<file path="src/rtl/apb_master_pkg.sv">
// Shared types for the APB4 requester: FSM state encoding, response record
// and the sizing rule for the PREADY wait counter.
package apb_master_pkg;

   localparam int unsigned RSP_DATA_MAX_W = 32;

   typedef enum logic [1:0] {
      IDLE   = 2'd0,
      SETUP  = 2'd1,
      ACCESS = 2'd2,
      RESP   = 2'd3
   } apb_mst_state_t;

   // rdata is sized for the widest bus; narrower instances use the low bits.
   typedef struct packed {
      logic [RSP_DATA_MAX_W-1:0] rdata;
      logic                      slverr;
      logic                      timeout;
   } apb_rsp_t;

   // Counter must reach TIMEOUT_CYCLES-1; a disabled timeout still needs one bit.
   function automatic int unsigned wait_cnt_w(input int unsigned timeout_cycles);
      if (timeout_cycles == 0) return 1;
      return $unsigned($clog2(timeout_cycles + 1));
   endfunction

endpackage

</file>
<file path="src/rtl/apb_wait_timer.sv">
// Counts ACCESS cycles spent with PREADY low; flags the cycle on which the
// transfer must be aborted. Saturates instead of wrapping.
module apb_wait_timer
   import apb_master_pkg::*;
#(
   parameter int unsigned TIMEOUT_CYCLES = 16
) (
   input  logic clk,
   input  logic rst_n,
   input  logic clr,
   input  logic en,
   output logic expired
);

   localparam int unsigned CNT_W = wait_cnt_w(TIMEOUT_CYCLES);
   localparam logic [CNT_W-1:0] LAST =
      (TIMEOUT_CYCLES == 0) ? '0 : CNT_W'(TIMEOUT_CYCLES - 1);

   logic [CNT_W-1:0] cnt_q;
   logic [CNT_W-1:0] cnt_d;

   always_comb begin
      cnt_d = cnt_q;
      if (clr) begin
         cnt_d = '0;
      end else if (en && (cnt_q != '1)) begin
         cnt_d = cnt_q + CNT_W'(1);
      end
   end

   always_ff @(posedge clk or negedge rst_n) begin
      if (!rst_n) begin
         cnt_q <= '0;
      end else begin
         cnt_q <= cnt_d;
      end
   end

   // Compared before the increment: abort lands on the TIMEOUT_CYCLES-th wait cycle.
   assign expired = (TIMEOUT_CYCLES != 0) && (cnt_q == LAST);

endmodule

</file>
<file path="src/rtl/apb_master_ctrl.sv">
// APB4 requester driven by a valid/ready command port, returning results on a
// valid/ready response port; one transfer in flight at a time.
//
// Handshakes: a command transfers on a clock edge where req_valid && req_ready;
// a response transfers on an edge where rsp_valid && rsp_ready. The requester
// holds rsp_* stable until that edge; the source must hold req_* stable while
// req_valid is high and req_ready is low.
module apb_master_ctrl
   import apb_master_pkg::*;
#(
   parameter  int unsigned ADDR_W         = 8,
   parameter  int unsigned DATA_W         = 8,
   parameter  int unsigned TIMEOUT_CYCLES = 16,
   localparam int unsigned STRB_W         = DATA_W / 8
) (
   input  logic              cpu_pclk,
   input  logic              cpu_presetn,
   input  logic              req_valid,
   output logic              req_ready,
   input  logic              req_write,
   input  logic [ADDR_W-1:0] req_addr,
   input  logic [DATA_W-1:0] req_wdata,
   input  logic [STRB_W-1:0] req_strb,
   output logic              rsp_valid,
   input  logic              rsp_ready,
   output logic [DATA_W-1:0] rsp_rdata,
   output logic              rsp_slverr,
   output logic              rsp_timeout,
   output logic              busy,
   output logic              cpu_psel,
   output logic              cpu_penable,
   output logic              cpu_pwrite,
   output logic [ADDR_W-1:0] cpu_paddr,
   output logic [DATA_W-1:0] cpu_pwdata,
   output logic [STRB_W-1:0] cpu_pstrb,
   input  logic              cpu_pready,
   input  logic              cpu_pslverr,
   input  logic [DATA_W-1:0] cpu_prdata
);

   apb_mst_state_t    state_q;
   apb_rsp_t          rsp_q;
   logic              rsp_valid_q;
   logic              busy_q;
   logic              psel_q;
   logic              penable_q;
   logic              pwrite_q;
   logic [ADDR_W-1:0] paddr_q;
   logic [DATA_W-1:0] pwdata_q;
   logic [STRB_W-1:0] pstrb_q;

   logic tmr_clr;
   logic tmr_en;
   logic tmr_expired;

   assign tmr_clr = (state_q == SETUP);
   assign tmr_en  = (state_q == ACCESS) && !cpu_pready;

   apb_wait_timer #(
      .TIMEOUT_CYCLES(TIMEOUT_CYCLES)
   ) u_wait_timer (
      .clk    (cpu_pclk),
      .rst_n  (cpu_presetn),
      .clr    (tmr_clr),
      .en     (tmr_en),
      .expired(tmr_expired)
   );

   always_ff @(posedge cpu_pclk or negedge cpu_presetn) begin
      if (!cpu_presetn) begin
         state_q     <= IDLE;
         rsp_q       <= '0;
         rsp_valid_q <= 1'b0;
         busy_q      <= 1'b0;
         psel_q      <= 1'b0;
         penable_q   <= 1'b0;
         pwrite_q    <= 1'b0;
         paddr_q     <= '0;
         pwdata_q    <= '0;
         pstrb_q     <= '0;
      end else begin
         case (state_q)
            IDLE: begin
               if (req_valid) begin
                  paddr_q  <= req_addr;
                  pwrite_q <= req_write;
                  pwdata_q <= req_wdata;
                  pstrb_q  <= req_write ? req_strb : '0;
                  psel_q   <= 1'b1;
                  busy_q   <= 1'b1;
                  state_q  <= SETUP;
               end
            end
            SETUP: begin
               penable_q <= 1'b1;
               state_q   <= ACCESS;
            end
            ACCESS: begin
               // PREADY wins over the timeout when both land on the same edge.
               if (cpu_pready || tmr_expired) begin
                  psel_q      <= 1'b0;
                  penable_q   <= 1'b0;
                  pwrite_q    <= 1'b0;
                  pwdata_q    <= '0;
                  pstrb_q     <= '0;
                  rsp_valid_q <= 1'b1;
                  state_q     <= RESP;
                  if (cpu_pready) begin
                     rsp_q.slverr  <= cpu_pslverr;
                     rsp_q.timeout <= 1'b0;
                     rsp_q.rdata   <= (!pwrite_q && !cpu_pslverr) ?
                                      RSP_DATA_MAX_W'(cpu_prdata) : '0;
                  end else begin
                     rsp_q.slverr  <= 1'b1;
                     rsp_q.timeout <= 1'b1;
                     rsp_q.rdata   <= '0;
                  end
               end
            end
            RESP: begin
               if (rsp_ready) begin
                  rsp_valid_q   <= 1'b0;
                  rsp_q.slverr  <= 1'b0;
                  rsp_q.timeout <= 1'b0;
                  busy_q        <= 1'b0;
                  state_q       <= IDLE;
               end
            end
            default: state_q <= IDLE;
         endcase
      end
   end

   // Gated by reset so no command is advertised while the block is held.
   assign req_ready   = cpu_presetn && (state_q == IDLE);

   assign rsp_valid   = rsp_valid_q;
   assign rsp_rdata   = rsp_q.rdata[DATA_W-1:0];
   assign rsp_slverr  = rsp_q.slverr;
   assign rsp_timeout = rsp_q.timeout;
   assign busy        = busy_q;
   assign cpu_psel    = psel_q;
   assign cpu_penable = penable_q;
   assign cpu_pwrite  = pwrite_q;
   assign cpu_paddr   = paddr_q;
   assign cpu_pwdata  = pwdata_q;
   assign cpu_pstrb   = pstrb_q;

   logic unused_rsp_rdata;
   assign unused_rsp_rdata = ^rsp_q.rdata;

endmodule

</file>
<file path="config.mk">
export PLATFORM = sky130hd
export DESIGN_NAME = apb_master_ctrl
export DESIGN_NICKNAME = d
export VERILOG_FILES = /design/src/rtl/apb_master_pkg.sv /design/src/rtl/apb_wait_timer.sv /design/src/rtl/apb_master_ctrl.sv
export SDC_FILE = /design/constraint.sdc
export NUM_CORES = 1
export LEC_CHECK = 0
export BUFFER_PORTS_ARGS = -buffer_cell sky130_fd_sc_hd__buf_2
export CORE_UTILIZATION = 50
export CTS_BUF_LIST = sky130_fd_sc_hd__clkbuf_8
export DETAILED_ROUTE_END_ITERATION = 8
export MAX_ROUTING_LAYER = met4
export PLACE_DENSITY = 0.92
export SYNTH_ARGS = -nofsm -noshare
export SYNTH_HDL_FRONTEND = slang
export SYNTH_HIERARCHICAL = 1
export SYNTH_SLANG_ARGS = --single-unit
export TNS_END_PERCENT = 100
</file>
<file path="constraint.sdc">
create_clock -name cpu_pclk -period 5.5 [get_ports cpu_pclk]
set_input_delay 0.825 -clock cpu_pclk [delete_from_list [all_inputs] [get_ports cpu_pclk]]
set_output_delay 0.825 -clock cpu_pclk [all_outputs]
set_load 0.01 [all_outputs]
</file>
==> key figures <==
Cells and area
  – Ant diodes: 0
  – Fin nets: 232
  – Commonest non-fill, non-tap cell in the layout: buf_2
  – Core Util, Final: 0.690
  – Final Cell Area: ~0.0022 mm2
  – Layout cell share with drive strength beyond 1: 0.461
  – Commonest cells after routing, fill and taps aside: 64 x buf_2, 39 x dfrtp_1, 18 x a22o_1, 9 x mux2_2, 8 x ha_1
  – Synth-to-layout area growth: 27.9%

Power
  – Sw Share: 0.337
  – Power Dens Cells: about 560 mW/mm2
  – Switching Power: a little over 400 uW
  – Peak VDD IR: approximately 0.29 mV
  – Comb power frac: 0.408
  – Reg power frac: 0.390
  – Int Power: between 700 and 800 uW
  – Leak pwr: roughly 1.2 nW
  – Clock network fraction of total power: 0.202

Clocking
  – Setup bufs post-CTS: 0
  – # hold bufs at CTS: 0
  – Bufs on Longest Clock Path: 2
  – Root Driver: clkbuf_8
  – Num CTS Buffers: 5
  – Clock Sinks: 39
  – Htree depth: 2
  – Post-cts sizing count: 0
  – Clock Latency Late Sink: between 200 and 300 ps
  – CTS tree: built
  – Clock transition at path regs: around 70 ps

Routing
  – Post-route antenna net violation count: 0
  – Vias/cell: between 5 and 6
  – Drt pass-1 iters: 4
  – DRC violations left: 0
  – Via count: 1227
  – Initial detailed-routing violation count: 31
  – Post-Route WL: around 3.3 mm
  – DR WL/cell: 13.8 um

Timing
  – Rel. slew slack: 0.431
  – Period utilization: 0.483
  – Hold Vio Cnt, Final: 0
  – Final Critical Period: ~2700 ps
  – Max Fclk: 0.377 GHz
  – Final setup violation count: 0
  – Max Slew Vio Count: 0
  – Clock Skews: roughly 3.4 ps
  – Hold WS: approximately 490 ps
  – Unrepaired setup endpoints after global routing: no
  – Pin slew with the least headroom to its limit: 853 ps
  – Fin Setup TNS: 0 ps

Global routing
  – Most Crowded Layer GR: met2
  – Global-route met2 utilization: 0.346
  – Vias in the first global route: 1219
  – Gr usage total: 0.204
  – Met1 Track Usage GR: 0.233
  – Grt total ovfl: 0
  – Largest net degree at the start of global routing: 41
  – Routing usage on met3: 0.0649
  – First-pass GRT wire length: 5.11 mm
  – Initial antenna violation count: 0

Critical path
  – Startpoint Class: input pin
  – Critical path required time: roughly 4700 ps
  – Critical path data arrival time: approximately 1800 ps
  – Crit path max fanout: 40
  – CP Capture Type: output pin
  – CP Class: input pin to output pin

Floorplan
  – IO Count: 65
  – Rows: 20
  – Die Y: 60.1 um
  – Die area: 0.00361 mm2
  – Core Area: between 0.003 and 0.004 mm2
  – Die Wd: 60.1 um
  – Initial Util: 0.539

Synth
  – Post-synth EDFFs: 0
  – Syn_area_per_cell: about 14 um2
  – Yosys top cell area share: 0.579
  – Gate Count Post-Synth: roughly 120
  – Cell taking the most area after synthesis: dfrtp_1
  – Part of the Yosys area used for sequential elements: 0.579
  – Netlist cell types: 33
  – Number of synthesized register bits: 39
  – Synth top area cells: dfrtp_1 58%, a22o_1 9.3%, mux2_2 6.0%
  – Post-synth top flop: dfrtp_1
  – Synth Cell Area: roughly 0.0017 mm2
  – Synth warn: 6
  – Mapped Nets: 163
  – FFs w/ async S/R, synth: 1.00

Placement
  – Gpl congestion: slightly above 0.7
  – DP HPWL: about 2.4 mm
  – Port bufs: between 60 and 70
  – Placed inst area: 0.00204 mm2

Run
  – Max cap viols: 0

Run status
  – Status: complete, no violations

Worst hold path
  – Tightest Hold Check Type: register to register
==> layout make-up <==
| class | instances | area [um2] |
|---|---|---|
| Sequential cell | 39 | 976 |
| Inverter | 5 | 18.8 |
| Clock buffer | 6 | 82.6 |
| Clock inverter | 2 | 35.0 |
| Multi-Input combinational cell | 77 | 669 |
| Timing Repair Buffer | 64 | 320 |
| Fill cell | 250 | 971 |
| Tap cell | 44 | 55.1 |
==> flip-flops by register name, summed over array words and instances (netlist names) <==
name	flops
busy	1
cpu_paddr	8
cpu_penable	1
cpu_psel	1
cpu_pstrb	1
cpu_pwdata	8
cpu_pwrite	1
rsp_rdata	8
rsp_slverr	1
rsp_timeout	1
rsp_valid	1
state_q	2
u_wait_timer/cnt_q	5
==> power groups by stage <==
stage | sequential [mW] | combinational [mW] | clock [mW]
after floorplan | 0.515 | 0.294 | 0
after global placement | 0.468 | 0.476 | 0
after detailed placement | 0.472 | 0.494 | 0
after CTS | 0.469 | 0.497 | 0.247
after global routing | 0.484 | 0.537 | 0.258
final | 0.468 | 0.490 | 0.242
==> cells by family (layout without fill, tap and decap cells) <==
group / after synthesis / in the layout / share of synthesized area
compound gates: 28 / 28 / 0.141
xor+xnor: 2 / 2 / 0.0104
fa+ha+maj: 8 / 8 / 0.0593
buf+inv: 7 / 77 / 0.0245
flops: 39 / 39 / 0.579
mux: 13 / 13 / 0.0905
simple gates: 26 / 26 / 0.0957
==> synth_stat cells, types with 2 or more instances <==
master	number
nand2_1	4
inv_1	5
nor2b_1	2
mux2_4	2
nand2b_1	3
mux2_2	9
and2_1	2
ha_1	8
a21o_1	2
buf_6	2
nor2_1	7
a22o_1	18
dfrtp_1	39
==> worst max-delay path, stage by stage <==
cell and delay [ps]:
buf_2 650, and2_1 220, buf_2 120
==> worst paths after layout <==
kind                                       start                     to  slack [ps]  cells past startpoint
hold reg to reg                      cpu_penable            cpu_penable         490                      2
min in group asynchronous            cpu_presetn  u_wait_timer/cnt_q[2]         640                      1
setup reg to reg           u_wait_timer/cnt_q[0]              cpu_pstrb        3300                      6
hold / removal                       cpu_penable            cpu_penable         490                      2
setup / recovery                     cpu_presetn              req_ready        2850                      3
max in group asynchronous            cpu_presetn           rsp_rdata[1]        4320                      1
==> per-layer routing <==
metal,vias up,share of wire
li1,578,-
met1,585,0.42
met2,59,0.50
met3,5,0.074
met4,0,0.0082
met5,-,0
==> through the flow <==
step                      total power, mW  worst slack [ps]  instances
after floorplan                     0.809              3500        123
after global placement              0.944              2810        229
after detailed placement            0.966              2800        229
after CTS                            1.21              2800        237
after global routing                 1.28              2680        237
final                                1.20              2850        237
No activity file was read; power rests on OpenSTA's default activity.
